File: src/rtl/util_adc_diff.sv
// Differential ADC sampler: synchronizes a P/N pair, packs four
// 2-bit samples per byte and offers them on a one-entry AXI-Stream.
module util_adc_diff #(
  parameter int unsigned RATE_DIV = 1
) (
  input  logic       aclk,
  input  logic       arstn,
  input  logic       en,
  input  logic [1:0] diff_in,
  output logic [7:0] m_axis_tdata,
  output logic       m_axis_tvalid,
  input  logic       m_axis_tready,
  output logic       overflow
);

  localparam int unsigned RW =
    (RATE_DIV > 1) ? $clog2(RATE_DIV) : 1;
  localparam logic [RW-1:0] RMAX = RW'(RATE_DIV - 1);

  logic [1:0]    sync1_q, sync2_q;
  logic [RW-1:0] rate_q, rate_d;
  logic [1:0]    cnt_q, cnt_d;
  logic [7:0]    pack_q, pack_d;
  logic [7:0]    tdata_q, tdata_d;
  logic          tvalid_q, tvalid_d;
  logic          ovf_q, ovf_d;

  logic       tick, done, accept, load;
  logic [7:0] byte_w;

  always_comb begin
    tick   = en && (rate_q == RMAX);
    byte_w = {pack_q[5:0], sync2_q};
    done   = tick && (cnt_q == 2'd3);
    accept = tvalid_q && m_axis_tready;
    load   = done && (!tvalid_q || m_axis_tready);

    rate_d = rate_q;
    cnt_d  = cnt_q;
    pack_d = pack_q;
    if (!en) begin
      // idle: drop any partial byte and realign to [7:6]
      rate_d = '0;
      cnt_d  = '0;
      pack_d = '0;
    end else if (tick) begin
      rate_d = '0;
      cnt_d  = cnt_q + 2'd1;
      pack_d = byte_w;
    end else begin
      rate_d = rate_q + 1'b1;
    end

    tvalid_d = load || (tvalid_q && !accept);
    tdata_d  = load ? byte_w : tdata_q;
    ovf_d    = done && tvalid_q && !m_axis_tready;
  end

  always_ff @(posedge aclk or negedge arstn) begin
    if (!arstn) begin
      sync1_q  <= '0;
      sync2_q  <= '0;
      rate_q   <= '0;
      cnt_q    <= '0;
      pack_q   <= '0;
      tdata_q  <= '0;
      tvalid_q <= 1'b0;
      ovf_q    <= 1'b0;
    end else begin
      sync1_q  <= diff_in;
      sync2_q  <= sync1_q;
      rate_q   <= rate_d;
      cnt_q    <= cnt_d;
      pack_q   <= pack_d;
      tdata_q  <= tdata_d;
      tvalid_q <= tvalid_d;
      ovf_q    <= ovf_d;
    end
  end

  assign m_axis_tdata  = tdata_q;
  assign m_axis_tvalid = tvalid_q;
  assign overflow      = ovf_q;

endmodule

File: config.mk
export PLATFORM = sky130hd
export DESIGN_NAME = util_adc_diff
export DESIGN_NICKNAME = d
export VERILOG_FILES = /design/src/rtl/util_adc_diff.sv
export SDC_FILE = /design/constraint.sdc
export NUM_CORES = 1
export LEC_CHECK = 0
export CORE_ASPECT_RATIO = 0.8
export CORE_MARGIN = 3
export CORE_UTILIZATION = 45
export DETAILED_ROUTE_END_ITERATION = 10
export PLACE_DENSITY = 0.75
export SETUP_SLACK_MARGIN = 0.4
export SYNTH_ARGS = -nofsm -noshare
export SYNTH_HDL_FRONTEND = slang
export SYNTH_SLANG_ARGS = --single-unit
File: constraint.sdc
create_clock -name aclk -period 1.2 [get_ports aclk]
set_input_delay 0.24 -clock aclk [delete_from_list [all_inputs] [get_ports aclk]]
set_output_delay 0.24 -clock aclk [all_outputs]
set_load 0.02 [all_outputs]
==> results.md <==
Routing:
- The number of vias in the routed layout is ~510.
- The detailed router finished its first iteration with 10 violations.
- The residual DRC count is 0.
- The detail route stage leaves a number of antenna-violating nets equal to 0.
- The total wirelength of the detailed-routed design is between 1000 and 1500 µm.
- The average wire length per cell after detail routing is 12.87 µm.
- The iteration count of the initial detailed-routing pass is 2.
- In the routed layout, each cell is associated on average with a via count of 4.720.

Global route:
- The global-route wire length before repair is approximately 2500 µm.
- The initial antenna violation count came to 0.
- The via count of the first global-routing pass is 550.
- Entering global routing, the biggest net connects 24 pins.
- Global routing used 13.15% of the available tracks across all layers.
- For this run the aggregate overflow at the end of global routing stands at 0.

Clocking:
- The clock net in this run drives a total of 23 sinks.
- The number of hold buffers added after CTS is 0.
- The number of H-tree levels is 1.
- The clock-pin slew reported for the worst setup and hold paths after clock tree synthesis is 0.12 ns.
- Clock tree synthesis inserted a total of 3 buffers.
- The clock latency reported for the late side of the worst-skew pair is 0.30 ns.
- The clock root buffer is sky130_fd_sc_hd__clkbuf_4.
- The buffer levels on the longest clock path is 2.
- TritonCTS built the clock tree.

Floorplanning:
- The die is 46.33 µm tall.
- Pin placement for this block handled 16 I/O pins.
- The die area is 2613 µm².
- The floorplan has 13 rows.
- The area of the core is approximately 1800 µm².
- The starting density of the core is 51.59%.
- The floorplan step set the die width to 56.41 µm.

Flow run:
- Across the run, the number of max-cap violations was 0.

Worst setup path:
- STA puts the critical path data arrival time at 1.53 ns.
- Broken down by cell family, the worst path's largest delay share belongs to flip-flops.
- Data on the critical path is required at its endpoint by 1.40 ns.
- On the critical path, the stage with the largest delay is an instance of sky130_fd_sc_hd__dfrtp_1.
- On the worst path, the slowest cell contributes a delay of between 0.4 and 0.5 ns.
- Along the worst path, the maximum fanout reaches 8.
- The critical path is of the flop to flop type.
- The signal on the critical path passes through ha_4, nand3b_4, nor2b_4, buf_12, mux2_4.
- The endpoint class of the critical path is a flop.
- The count of buffering cells on the critical path with inverters included is 1.
- The number of cells on the worst reg-to-reg path is 5.
- The flop-to-flop setup slack is -0.13 ns.
- In this run the worst setup path begins at cnt_q[0].
- The worst register-to-register path begins at cnt_q[0].
- The kind of start point of the critical path is a flop.
- In this run the critical register-to-register path is captured at m_axis_tdata[1].

Run status:
- The final reports fail on setup timing.
- The run finished, with violations left.

Cells and area:
- The cell area after layout is 1244 µm².
- For this run, the number of standard cells in the final layout without fillers is 107.
- Cells fill between 70% and 80% of the core in the end.
- The area growth from synthesis to layout is 35.98%.
- The total of fill cells in the finished design is 125.
- The number of antenna diodes in the final layout is 0.
- The share of cells above drive strength 1 is around 44%.
- For this run, the post-layout net count is 93.

Logic synthesis:
- Synthesis instantiated 15 different standard cells from the library.
- During synthesis, Yosys emitted a total of 0 warnings.
- Synthesis produced a netlist whose cell count is 56.
- The number of synthesized register bits is 23.
- The mapped netlist covers around 910 µm².
- The number of nets in the synthesized netlist is 63.
- The mean cell area of the mapped netlist is 16.33 µm².
- The post-synthesis sequential area ratio is 62.93%.

Placed design:
- In this run the tool buffered the top-level ports with 15 buffer cells.
- At the end of routability-driven placement, the weighted congestion stood at 0.6532.
- Summing all placed instances gives a cell area of 1139 µm².
- Once placement completed, the tool counted placed cells totaling 97.

Timing:
- The top achievable clock speed is 750.0 MHz.
- After layout, the minimum clock period comes to 1.333 ns.
- The number of failing setup endpoints in the final timing report is 8.
- The final critical path takes up 111.1% of the cycle.
- The worst hold margin is 0.2790 ns.
- Setup repair after global routing could not meet its margin everywhere.
- On the final layout, the worst clock skew is 0.004560 ns.
- The number of failing hold endpoints at the final stage came to 0.
- Setup slack on the critical path of the routed design comes to -0.1333 ns.
- The max-slew violation total from the final report is 0.

Power:
- The worst IR drop on VDD is approximately 0.97 mV.
- The power density over the cells is 1153 nW/µm².
- The reported leakage power is 0.6326 nW.
- The final total power is 1.434 mW.

Worst hold path:
- The min-delay analysis places its worst path in the category primary input to asynchronous set/reset pin.
## registers in the layout, summed over array words and instances, names as in the netlist
name and cells:
cnt_q 2, m_axis_tdata 8, m_axis_tvalid 1, overflow 1
pack_q 6, rate_q 1, sync1_q 2, sync2_q 2
## synthesized netlist by cell type
cell type / number / share of area, %
sky130_fd_sc_hd__nand3b_4: 1 / 2.2
sky130_fd_sc_hd__conb_1: 1 / 0.41
sky130_fd_sc_hd__nor2b_1: 7 / 4.8
sky130_fd_sc_hd__mux2i_1: 7 / 7.7
sky130_fd_sc_hd__dfrtp_1: 23 / 63
sky130_fd_sc_hd__nand2b_1: 1 / 0.68
sky130_fd_sc_hd__nor2b_4: 1 / 1.5
sky130_fd_sc_hd__ha_1: 1 / 1.4
sky130_fd_sc_hd__buf_6: 1 / 1.2
sky130_fd_sc_hd__buf_8: 1 / 1.6
sky130_fd_sc_hd__xnor2_1: 1 / 0.96
sky130_fd_sc_hd__and2_1: 1 / 0.68
sky130_fd_sc_hd__nand2_1: 1 / 0.41
sky130_fd_sc_hd__mux2_4: 8 / 13
sky130_fd_sc_hd__nor2_1: 1 / 0.41
## per-stage QoR
stage	worst slack [ns]	setup TNS (ns)
floorplan	-0.1313	-1.050
detailed placement	-0.3964	-3.126
global route	-0.1663	-1.253
global placement	-0.3677	-2.864
finish	-0.1333	-0.9943
CTS	-0.1264	-0.9420
## worst max path at each step
stage | endpoint | depth (start not counted)
6_report | m_axis_tdata[1] | 5
5_1_grt | m_axis_tdata[1] | 5
4_1_cts | m_axis_tdata[1] | 5
3_5_place_dp | m_axis_tdata[4] | 5
3_3_place_gp | m_axis_tdata[3] | 5
2_1_floorplan | m_axis_tdata[0] | 5
## kinds of logic after synthesis
group,count (synthesis),share of synthesized area (%)
xor+xnor,1,0.9578
other cells,1,0.4100
fa+ha+maj,1,1.368
flops,23,62.93
mux,15,20.79
simple gates,13,10.67
buf+inv,2,2.872
## worst reg2reg max path, stage by stage (launching register included)
cell                       delay (ns)
sky130_fd_sc_hd__dfrtp_1         0.42
sky130_fd_sc_hd__ha_4            0.16
sky130_fd_sc_hd__nand3b_4        0.08
sky130_fd_sc_hd__nor2b_4         0.13
sky130_fd_sc_hd__buf_12          0.14
sky130_fd_sc_hd__mux2_4          0.30
## layer usage
layer / wire length, µm / up-vias / GRT usage, %
li1: - / 242 / -
met2: 614 / 16 / 22.61
met4: 9 / 0 / 2.844
met3: 89 / 3 / 5.882
met1: 664 / 244 / 15.55
met5: 0 / - / 0
## cell usage in the layout, fill, tap and decap left out
master	instances
sky130_fd_sc_hd__buf_12	2
sky130_fd_sc_hd__buf_6	11
sky130_fd_sc_hd__nor2_1	1
sky130_fd_sc_hd__nor2b_4	1
sky130_fd_sc_hd__buf_4	9
sky130_fd_sc_hd__mux2i_1	7
sky130_fd_sc_hd__conb_1	1
sky130_fd_sc_hd__nor2b_1	7
sky130_fd_sc_hd__dfrtp_1	23
sky130_fd_sc_hd__mux2_4	8
sky130_fd_sc_hd__nand3b_4	1
sky130_fd_sc_hd__xnor2_2	1
sky130_fd_sc_hd__and2_1	1
sky130_fd_sc_hd__clkdlybuf4s50_1	5
sky130_fd_sc_hd__ha_4	1
sky130_fd_sc_hd__nand2_1	1
sky130_fd_sc_hd__clkbuf_1	1
sky130_fd_sc_hd__nand2b_1	1
sky130_fd_sc_hd__clkbuf_4	3
## report_power, final
group          total (mW)  switching [mW]  internal (mW)  leakage [nW]
Combinational       0.236          0.0915          0.144         0.313
Sequential          0.856          0.0358          0.820         0.304
Clock               0.342           0.212          0.130        0.0150
Total                1.43           0.340           1.09         0.633
## final cells by class
type | instances | area [µm²] | share of cell area, %
repair buffers | 27 | 281.5 | 22.64
well taps | 22 | 27.53 | 2.213
flip-flops and latches | 23 | 575.6 | 46.28
clock buffers | 4 | 26.28 | 2.113
multi-input cells | 31 | 332.8 | 26.76
## timing repair
item / CTS / global route
gates resized for setup: 62 / 1
pin swaps: 0 / 1
gates cloned: 0 / 0
setup endpoints to repair: 28 / 28
setup buffers: 4 / 2
(Power assumes the default switching activity.)
